**config.mk**
```make
export PLATFORM = sky130hd
export DESIGN_NAME = mod_slot_arbiter
export DESIGN_NICKNAME = d
export VERILOG_FILES = /design/src/rtl/mod_slot_arbiter.sv
export SDC_FILE = /design/constraint.sdc
export NUM_CORES = 1
export LEC_CHECK = 0
export ABC_CLOCK_PERIOD_IN_PS = 3100
export BUFFER_PORTS_ARGS = -buffer_cell sky130_fd_sc_hd__clkbuf_2
export CAP_MARGIN = 0
export CORE_AREA = 2 2 71 73
export CTS_CLUSTER_SIZE = 10
export DETAILED_ROUTE_END_ITERATION = 8
export DIE_AREA = 0 0 73 75
export PLACE_DENSITY = 0.5
export SLEW_MARGIN = 20
export SYNTH_ARGS = -nofsm -noshare
export SYNTH_HDL_FRONTEND = slang
export SYNTH_SLANG_ARGS = --single-unit
```
**constraint.sdc**
```tcl
create_clock -name clk -period 3.1 [get_ports clk]
set_input_delay 0.155 -clock clk [delete_from_list [all_inputs] [get_ports clk]]
set_output_delay 0.155 -clock clk [all_outputs]
set_load 0.01 [all_outputs]
```
**src/rtl/mod_slot_arbiter.sv**
```systemverilog
// -----------------------------------------------------------------------------
// mod_slot_arbiter
//   Round-robin arbiter sharing one resource among NUM_REQ requesters.
//   A mod-NUM_REQ rotation pointer (slot) names the highest-priority requester
//   for the next arbitration. An owner keeps the grant until it drops its
//   request or until it has held the grant for HOLD_MAX cycles, at which point
//   the grant is forcibly released and preempt pulses for one cycle. Every
//   release is followed by exactly one idle cycle (bus-turnaround bubble).
//
// Ports
//   clk      in   1        rising-edge clock
//   rst      in   1        asynchronous, active-high reset
//   en       in   1        1 = new grants allowed (a grant in progress always completes)
//   req      in   NUM_REQ  level request per requester
//   gnt      out  NUM_REQ  registered one-hot grant, zero when no owner
//   gnt_id   out  ID_W     index of current owner, holds last value when idle
//   busy     out  1        high while a grant is active (|gnt)
//   slot     out  ID_W     rotation pointer for the next arbitration
//   preempt  out  1        one-cycle pulse after a HOLD_MAX forced release
// -----------------------------------------------------------------------------
module mod_slot_arbiter #(
  parameter int NUM_REQ  = 5,
  parameter int HOLD_MAX = 4,
  parameter int ID_W     = 3
) (
  input  logic               clk,
  input  logic               rst,
  input  logic               en,
  input  logic [NUM_REQ-1:0] req,
  output logic [NUM_REQ-1:0] gnt,
  output logic [ID_W-1:0]    gnt_id,
  output logic               busy,
  output logic [ID_W-1:0]    slot,
  output logic               preempt
);

  localparam int HC_W = $clog2(HOLD_MAX + 1);

  typedef enum logic {
    IDLE  = 1'b0,
    GRANT = 1'b1
  } state_t;

  state_t             state_q, state_d;
  logic [NUM_REQ-1:0] gnt_d;
  logic [ID_W-1:0]    gnt_id_d;
  logic [ID_W-1:0]    slot_d;
  logic               preempt_d;
  logic [HC_W-1:0]    hold_q, hold_d;

  logic [2*NUM_REQ-1:0] req_dbl;
  logic [NUM_REQ-1:0]   req_rot;
  logic [ID_W-1:0]      win_id;
  logic                 owner_req;
  logic                 hold_max_hit;

  // Increment modulo NUM_REQ by compare-and-wrap; NUM_REQ need not be a
  // power of two, so natural counter overflow cannot be relied on.
  function automatic logic [ID_W-1:0] wrap_inc(input logic [ID_W-1:0] v);
    if (v == ID_W'(NUM_REQ - 1)) begin
      return '0;
    end
    return v + 1'b1;
  endfunction

  // Rotate req so that bit 0 is the requester at slot; the first set bit of
  // the rotated vector is then the round-robin winner, offset from slot.
  assign req_dbl = {req, req} >> slot;
  assign req_rot = req_dbl[NUM_REQ-1:0];

  always_comb begin : find_winner
    logic [NUM_REQ-1:0] scan;
    logic               hit;
    int                 pos;
    scan   = req_rot;
    hit    = 1'b0;
    pos    = 0;
    win_id = '0;
    for (int k = 0; k < NUM_REQ; k++) begin
      if (!hit && scan[0]) begin
        hit = 1'b1;
        pos = int'(slot) + k;
        if (pos >= NUM_REQ) begin
          pos = pos - NUM_REQ;
        end
        win_id = ID_W'(pos);
      end
      scan = scan >> 1;
    end
  end

  // gnt is one-hot on the owner, so masking avoids a variable-width index.
  assign owner_req    = |(req & gnt);
  assign hold_max_hit = (hold_q == HC_W'(HOLD_MAX));
  assign busy         = |gnt;

  always_comb begin : next_state
    state_d   = state_q;
    gnt_d     = gnt;
    gnt_id_d  = gnt_id;
    slot_d    = slot;
    preempt_d = 1'b0;
    hold_d    = hold_q;
    case (state_q)
      IDLE: begin
        gnt_d = '0;
        if (en && (|req)) begin
          gnt_d    = {{(NUM_REQ-1){1'b0}}, 1'b1} << win_id;
          gnt_id_d = win_id;
          hold_d   = HC_W'(1);
          state_d  = GRANT;
        end
      end
      GRANT: begin
        // A dropped request wins over the hold limit, so a simultaneous
        // drop at HOLD_MAX counts as voluntary and does not preempt.
        if (!owner_req || hold_max_hit) begin
          gnt_d     = '0;
          slot_d    = wrap_inc(gnt_id);
          state_d   = IDLE;
          preempt_d = owner_req;
        end else begin
          hold_d = hold_q + 1'b1;
        end
      end
      default: begin
        state_d = IDLE;
        gnt_d   = '0;
      end
    endcase
  end

  // Register stage: all control and grant state.
  always_ff @(posedge clk or posedge rst) begin
    if (rst) begin
      state_q <= IDLE;
      gnt     <= '0;
      gnt_id  <= '0;
      slot    <= '0;
      preempt <= 1'b0;
      hold_q  <= '0;
    end else begin
      state_q <= state_d;
      gnt     <= gnt_d;
      gnt_id  <= gnt_id_d;
      slot    <= slot_d;
      preempt <= preempt_d;
      hold_q  <= hold_d;
    end
  end

endmodule

```
==> results of run 1 <==
power breakdown:
part	switching [mW]	internal [mW]
clock network	0.0663	0.0861
registers	0.114	0.290
logic	0.853	0.628
total	1.03	1.00
layout make-up:
cell class              instances  area share, %
flip-flops and latches         16           21.7
clock buffers                   3           2.24
inverters                      12           2.44
well taps                      54           3.67
multi-input cells             149           60.7
repair buffers                 29           9.23
tightest hold or removal path, cell delays in order:
cell	delay (ns)
clkbuf_2	0.17
o21ai_1	0.09
buf_4	0.15
nand2_1	0.06
nand2_1	0.05
timing repair:
action	in CTS	in global routing
endpoints found under the hold margin	16	0
gates resized for setup	0	0
hold buffers	1	0
state kept, by name, summed over array words and instances, names as in the netlist:
| signal | flops |
|---|---|
| gnt | 5 |
| gnt_id | 3 |
| hold_q | 3 |
| preempt | 1 |
| slot | 3 |
| state_q | 1 |
per-stage QoR:
| step | worst slack (ns) | total power [mW] |
|---|---|---|
| 4_1_cts | 0.291 | 2.04 |
| 6_report | 0.257 | 2.04 |
| 3_5_place_dp | 0.305 | 1.88 |
| 5_1_grt | 0.0694 | 2.23 |
| 2_1_floorplan | 0.259 | 1.46 |
| 3_3_place_gp | 0.352 | 1.86 |
synth_stat cells, types with 2 or more instances:
master | instances | area, um^2
or3b_2 | 2 | 17.5
and3b_1 | 2 | 17.5
mux2i_1 | 5 | 50.1
buf_2 | 3 | 15.0
nand3_1 | 4 | 20.0
a22oi_1 | 2 | 15.0
dfrtp_1 | 16 | 400
buf_6 | 2 | 22.5
nor2b_1 | 2 | 12.5
xnor2_1 | 2 | 17.5
nand3b_1 | 4 | 30.0
nand2b_1 | 2 | 12.5
nor2_1 | 13 | 48.8
nor3b_1 | 3 | 22.5
nor4_1 | 3 | 18.8
a221o_1 | 2 | 20.0
nor3_1 | 2 | 10.0
clkinv_1 | 2 | 7.51
o211ai_1 | 2 | 15.0
a21o_1 | 5 | 37.5
a21oi_1 | 12 | 60.1
mux4_2 | 2 | 45.0
inv_1 | 10 | 37.5
nor4b_1 | 2 | 17.5
o21ai_0 | 12 | 60.1
nand2_1 | 22 | 82.6
mux2_2 | 2 | 22.5
ha_1 | 12 | 150
a32o_1 | 4 | 40.0
clkbuf_1 | 2 | 7.51
cell families after synthesis:
kind of cell,synth area share (%)
xor+xnor,1.63
buf+inv,5.60
fa+ha+maj,10.6
mux,9.88
simple gates,21.6
flops,24.9
compound gates,25.8
per-layer routing:
layer	track usage, %	up-vias
li1	-	743
met1	24.1	729
met2	29.0	43
met3	1.07	6
met4	3.91	0
met5	0	-
path summary, 6_finish.rpt:
check                                from         to  cells after the start  slack [ns]
worst max-delay path              slot[0]     gnt[1]                      8        0.26
worst min-delay path               req[0]  gnt_id[2]                      5        0.48
worst max register to register    slot[0]     gnt[1]                      8        0.26
worst min register to register  hold_q[0]  hold_q[0]                      1        0.51
max in group asynchronous             rst  hold_q[0]                      3        2.20
min in group asynchronous             rst  gnt_id[0]                      3        0.50
==> results by group, run 1 <==
Route
  – ANT nets after route: 0
  – Vias after detailed routing: 1521
  – DR top layer: met4
  – Final WL: about 4.4 mm
  – Remaining routing DRC violations: 0
  – Drt via density: slightly below 6
  – Drt first pass iters: 4
  – Post-DR wirelength/cell: about 17 um
  – Met3 WL: roughly 190 um
  – Met2 routed WL: around 2.1 mm
  – Iter 0 DRT Violations: between 80 and 90
  – Routed length on met1: around 2 mm

Timing
  – RSZ-0062 raised after global routing: false
  – Worst slew pin tran: 0.651 ns
  – Endpoints failing setup: 0
  – Final min period: roughly 2.8 ns
  – Pins Over Slew Limit: 0
  – Final Hold Violating Endpoints: 0
  – Slew Limit Headroom: 56.2%
  – Clock Skew: 0.00306 ns
  – Final Cycle Share: 91.7%
  – Final setup TNS: 0 ns
  – Hold slack final: around 0.48 ns
  – Max Fclk: between 0.3 and 0.4 GHz

Clock tree
  – Worst skew pair latency: 0.25 ns
  – H-tree Lvls: 1
  – Max clock buf depth: 2
  – Num CTS Buffers: 3
  – Clock Sinks: 16
  – CTS root buf: clkbuf_8
  – Setup bufs post-CTS: 0
  – Clock Pin Slew Worst Setup and Hold Paths: roughly 0.060 ns
  – TritonCTS clock tree: done

Placement
  – I/O Buffers: 20
  – Placed insts: between 200 and 300
  – Final Wtd Congestion: around 0.84
  – Detailed placement HPWL: ~3.4 mm
  – Post-place instance area: 0.00179 mm^2

Worst setup path
  – Slowest CP cell: dfrtp_1
  – Kind of cell adding the most delay to the critical path: compound AO/OA/AOI/OAI gates
  – Setup CP Type: flop to flop
  – CP Data Arrival Time: slightly below 3 ns
  – Worst Path Max Fanout: 19
  – CP Cell Sequence: buf_4 -> mux4_2 -> mux2_4 -> a311o_1 -> a2111oi_2 -> a31o_2 -> nor4_1 -> a32o_1
  – CP max stage delay: around 0.5 ns
  – Bufs and invs on worst path: 1
  – Type of origin of the critical path: flop
  – Required time of the critical path: roughly 3.2 ns
  – Worst setup EP type: flop

GRT
  – All-Layer GR Usage: 17.1%
  – Vias in the first global route: ~1500
  – First-pass GRT wire length: around 7.4 mm
  – Initial antenna violation count: 0
  – Largest net degree at the start of global routing: 20
  – Grt total ovfl: 0

Synthesis
  – EDFF count, synth: 0
  – Synth Net Count: between 200 and 250
  – Synth Area per Inst: 8.74 um^2
  – Yosys warns: 0
  – Ys async rst share: 100%
  – Cells after Synth: 184
  – Main synth FF type: dfrtp_1
  – Distinct cells, synth: 56
  – Post-synthesis cell area: ~0.0016 mm^2
  – Flops & latches, synth: 16
  – Seq/Total Area, Yosys: about a quarter

Cells and area
  – Final core occ: between 30% and 40%
  – Post-route cell area: between 0.0015 and 0.002 mm^2
  – Diode count: 0
  – Final Non-Filler Cells: 263
  – Nets: around 230
  – Area grow syn2layout: 14.5%
  – Ratio of cells with drive above 1 in the final layout: between 20% and 30%
  – # fillers: roughly 500
  – Multi-input logic area: around 0.0011 mm^2
  – Storage element area: ~400 um^2
  – Most frequent cells in the layout: nand2_1, clkbuf_2, dfrtp_1
  – Commonest non-fill, non-tap cell in the layout: nand2_1

Pwr
  – Largest vdd supply drop: between 0.4 and 0.5 mV
  – P per Cell Area: about 1100 mW/mm^2
  – Pleak: between 0.8 and 0.9 nW

Floorplan
  – Die X: about 73 um
  – Core ar.: about 0.0047 mm^2
  – Cell Rows: 25
  – DIE AREA: 0.00548 mm^2
  – Die height: ~75 um
  – # IOs: 21
  – Initial core utilization: around 35%

Min path
  – Hold Crit Class: primary input to flop

Status
  – Run status: completed

Run
  – Max Cap Viol: 0
No activity file was read; power rests on OpenSTA's default activity.
==> run 2, diff against run 1 <==
ABC_AREA = 1   (was unset)
==> run 2 against run 1 <==
Effect of this change: combinational power grew 9%; via count grew 2.1%; critical path depth increased by 5; power rose by 7.6%; area after synthesis fell by 0.16%; routed wire length decreased by 5.7%; non-clock buffer count decreased by 6; maximum frequency increased by 13%; die area unchanged; largest cell class unchanged.
==> results by group, run 2 <==
GRT
  – Grt total ovfl: 0 (unchanged)
  – All-Layer GR Usage: 17.2% (was 17.1%)
  – First-pass GRT wire length: 7.25 mm (was 7.45 mm)
  – Largest net degree at the start of global routing: 18 (was 20)
  – Vias in the first global route: 1506 (was 1549)
  – Initial antenna violation count: 0 (unchanged)

Placement
  – Place WS: 0.620 ns (was 0.305 ns)
  – Final Wtd Congestion: 0.845 (was 0.843)
  – Detailed placement HPWL: 3.30 mm (was 3.37 mm)
  – I/O Buffers: 20 (unchanged)

Clock tree
  – CTS root buf: clkbuf_8 (unchanged)
  – Cts repair resizes: 0 (unchanged)
  – Max clock buf depth: 2 (unchanged)
  – Clock Sinks: 16 (unchanged)
  – Clock Pin Slew Worst Setup and Hold Paths: 0.07 ns (was 0.06 ns)
  – TritonCTS clock tree: done (unchanged)
  – H-tree Lvls: 1 (unchanged)
  – Num CTS Buffers: 3 (unchanged)
  – Worst skew pair latency: 0.25 ns (about the same)
  – Setup bufs post-CTS: 0 (unchanged)

Timing
  – Clock Skew: 0.000857 ns (was 0.00306 ns)
  – Final setup TNS: 0 ns (unchanged)
  – Final Cycle Share: 81.1% (was 91.7%)
  – Max Fclk: 0.398 GHz (was 0.352 GHz)
  – Final Worst Setup Slack: 0.585 ns (was 0.257 ns)
  – Pins Over Slew Limit: 0 (unchanged)
  – Final Hold Violating Endpoints: 0 (unchanged)
  – Slew Limit Headroom: 58.8% (was 56.2%)
  – RSZ-0062 raised after global routing: false (unchanged)
  – Final min period: 2.52 ns (was 2.84 ns)
  – Endpoints failing setup: 0 (unchanged)
  – Worst slew pin tran: 0.617 ns (was 0.651 ns)

Worst setup path
  – Setup CP Type: flop to flop (unchanged)
  – CP max stage delay: 0.65 ns (was 0.50 ns)
  – CP Data Arrival Time: 2.71 ns (was 2.97 ns)
  – Type of origin of the critical path: flop (unchanged)
  – Kind of cell adding the most delay to the critical path: simple AND/OR/NAND/NOR gates (was compound AO/OA/AOI/OAI gates)
  – Worst setup EP type: flop (unchanged)
  – Worst Path Max Fanout: 13 (was 19)
  – Required time of the critical path: 3.29 ns (was 3.23 ns)
  – Bufs and invs on worst path: 2 (was 1)
  – CP Cell Sequence: inv_4 -> fa_1 -> inv_1 -> nor2_1 -> a21oi_1 -> xor2_1 -> nand3_1 -> nand2_1 -> nand2_1 -> nand3_1 -> nor2_2 -> nand3_1 -> nand2_1 (was buf_4 -> mux4_2 -> mux2_4 -> a311o_1 -> a2111oi_2 -> a31o_2 -> nor4_1 -> a32o_1)
  – Slowest CP cell: dfrtp_1 (unchanged)

Synthesis
  – Main synth FF type: dfrtp_1 (unchanged)
  – Seq/Total Area, Yosys: 24.9% (about the same)
  – Ys async rst share: 100% (unchanged)
  – Synth Area per Inst: 6.92 um^2 (was 8.74 um^2)
  – Yosys top cell area share: 24.9% (about the same)
  – Yosys warns: 0 (unchanged)
  – Post-synth top cells: nand2_1, nand3_1, inv_1 (was nand2_1, dfrtp_1, nor2_1)
  – Flops & latches, synth: 16 (unchanged)
  – EDFF count, synth: 0 (unchanged)
  – Post-synthesis cell area: 0.00161 mm^2 (about the same)
  – Cells after Synth: 232 (was 184)
  – Synth Net Count: 253 (was 205)
  – Dominant cells by area after synthesis: dfrtp_1, nand2_1, ha_1 (was dfrtp_1, ha_1, nand2_1)
  – Count leader, synth: nand2_1 (unchanged)
  – Distinct cells, synth: 27 (was 56)
  – Synth area leader: dfrtp_1 (unchanged)

Cells and area
  – Most frequent cells in the layout: nand2_1, nand3_1, clkbuf_2 (was nand2_1, clkbuf_2, dfrtp_1)
  – Max reg flops: 5 (unchanged)
  – Diode count: 0 (unchanged)
  – Multi-input logic area: 0.00110 mm^2 (was 0.00112 mm^2)
  – Biggest register: gnt (unchanged)
  – Nets: 278 (was 232)
  – Storage element area: 400 um^2 (unchanged)
  – Commonest non-fill, non-tap cell in the layout: nand2_1 (unchanged)
  – # fillers: 493 (was 486)
  – Ratio of cells with drive above 1 in the final layout: 21.5% (was 22.0%)
  – Area grow syn2layout: 13.7% (was 14.5%)

Floorplan
  – Cell Rows: 25 (unchanged)
  – Die height: 75 um (unchanged)
  – DIE AREA: 0.00548 mm^2 (unchanged)
  – Core ar.: 0.00466 mm^2 (unchanged)
  – # IOs: 21 (unchanged)
  – Die X: 73 um (unchanged)
  – Initial core utilization: 34.5% (about the same)

Min path
  – Hold Crit Class: primary input to flop (unchanged)

Status
  – Run status: completed (unchanged)

Route
  – Drt first pass iters: 4 (unchanged)
  – Post-DR wirelength/cell: 13.3 um (was 16.6 um)
  – Final WL: 4.12 mm (was 4.37 mm)
  – Iter 0 DRT Violations: 73 (was 88)
  – Remaining routing DRC violations: 0 (unchanged)
  – Drt via density: 5.01 (was 5.78)
  – Vias after detailed routing: 1553 (was 1521)
  – ANT nets after route: 0 (unchanged)

Pwr
  – Seq pwr share: 17.4% (was 19.8%)
  – P_int: 0.941 mW (was 1.00 mW)
  – Largest vdd supply drop: 0.350 mV (was 0.409 mV)
  – P_sw: 1.25 mW (was 1.03 mW)
  – Pleak: 1.02 nW (was 0.842 nW)
  – Power share of the clock group: 8.7% (was 7.5%)
  – P per Cell Area: 1200 mW/mm^2 (was 1110 mW/mm^2)
  – Sw frac: 57.1% (was 50.7%)
  – Combinational power share: 73.8% (was 72.7%)

Run
  – Max Cap Viol: 0 (unchanged)
==> run 2: cell types whose count changed after synthesis, sizes merged, moves of 4 or more <==
cell   before  now
nand2      22   89
nand3       4   37
inv        10   21
a21oi      13    5
xor2        1    8
a21o        5    0
mux2i       5    0
a32o        4    0
==> run 2: timing repair <==
action	in CTS	in global routing
hold buffers	1	0
setup endpoints to repair	0	0
endpoints found under the hold margin	16	0
==> run 2: layout make-up <==
class                           instances  area share [%]
Clock buffer                            4            3.01
Multi-Input combinational cell        192            60.1
Timing Repair Buffer                   23            6.85
Sequential cell                        16            21.9
Inverter                               21            4.45
Tap cell                               54            3.70
==> run 2: power groups by stage <==
stage | Clock, mW | Combinational [mW] | Sequential (mW)
final | 0.191 | 1.62 | 0.382
after global routing | 0.206 | 1.86 | 0.401
after floorplan | 0 | 1.21 | 0.397
after detailed placement | 0 | 1.61 | 0.387
after CTS | 0.194 | 1.62 | 0.386
after global placement | 0 | 1.64 | 0.388
==> run 2: logic make-up after synthesis <==
| logic type | count (synthesis) | share of synthesized area [%] |
|---|---|---|
| DFF | 16 | 24.9 |
| adders and majority gates | 13 | 10.6 |
| AOI/OAI and AO/OA | 24 | 8.26 |
| xor gates and xnor gates | 8 | 4.36 |
| and+or+nand+nor | 147 | 45.1 |
| buffers and inverters | 24 | 6.78 |
==> run 2: worst min-delay path, stage by stage <==
cell and delay (ns):
clkbuf_2 0.12, nand2_1 0.07, nand2_1 0.08, nand2_1 0.06, nor2_1 0.04
==> run 2: final timing paths <==
check	start	depth (start not counted)	to	slack, ns
worst max-delay path	slot[1]	13	gnt[0]	0.58
worst min-delay path	req[4]	5	preempt	0.30
worst max register to register	slot[1]	13	gnt[0]	0.58
worst min register to register	hold_q[0]	1	hold_q[0]	0.51
max in group asynchronous	rst	3	gnt[3]	2.20
min in group asynchronous	rst	3	hold_q[1]	0.50
==> run 2: routing by layer <==
metal,vias to the layer above,part of all wire [%],GRT usage [%]
li1,800,-,-
met1,712,48,24.4
met2,36,47,27.9
met3,5,3.9,1.20
met4,0,1.4,5.76
met5,-,0,0
==> run 2: stage by stage <==
stage                     instance area, um^2  cells  total power [mW]  utilization, %  hold WS, ns
after global routing                     1830    310              2.46            39.2        0.353
after detailed placement                 1760    305              2.00            37.8        0.261
final                                    1830    310              2.19            39.2        0.301
after global placement                   1760    305              2.02            37.8        0.247
after CTS                                1830    310              2.20            39.2        0.302
after floorplan                          1610    232              1.61               -       0.0687
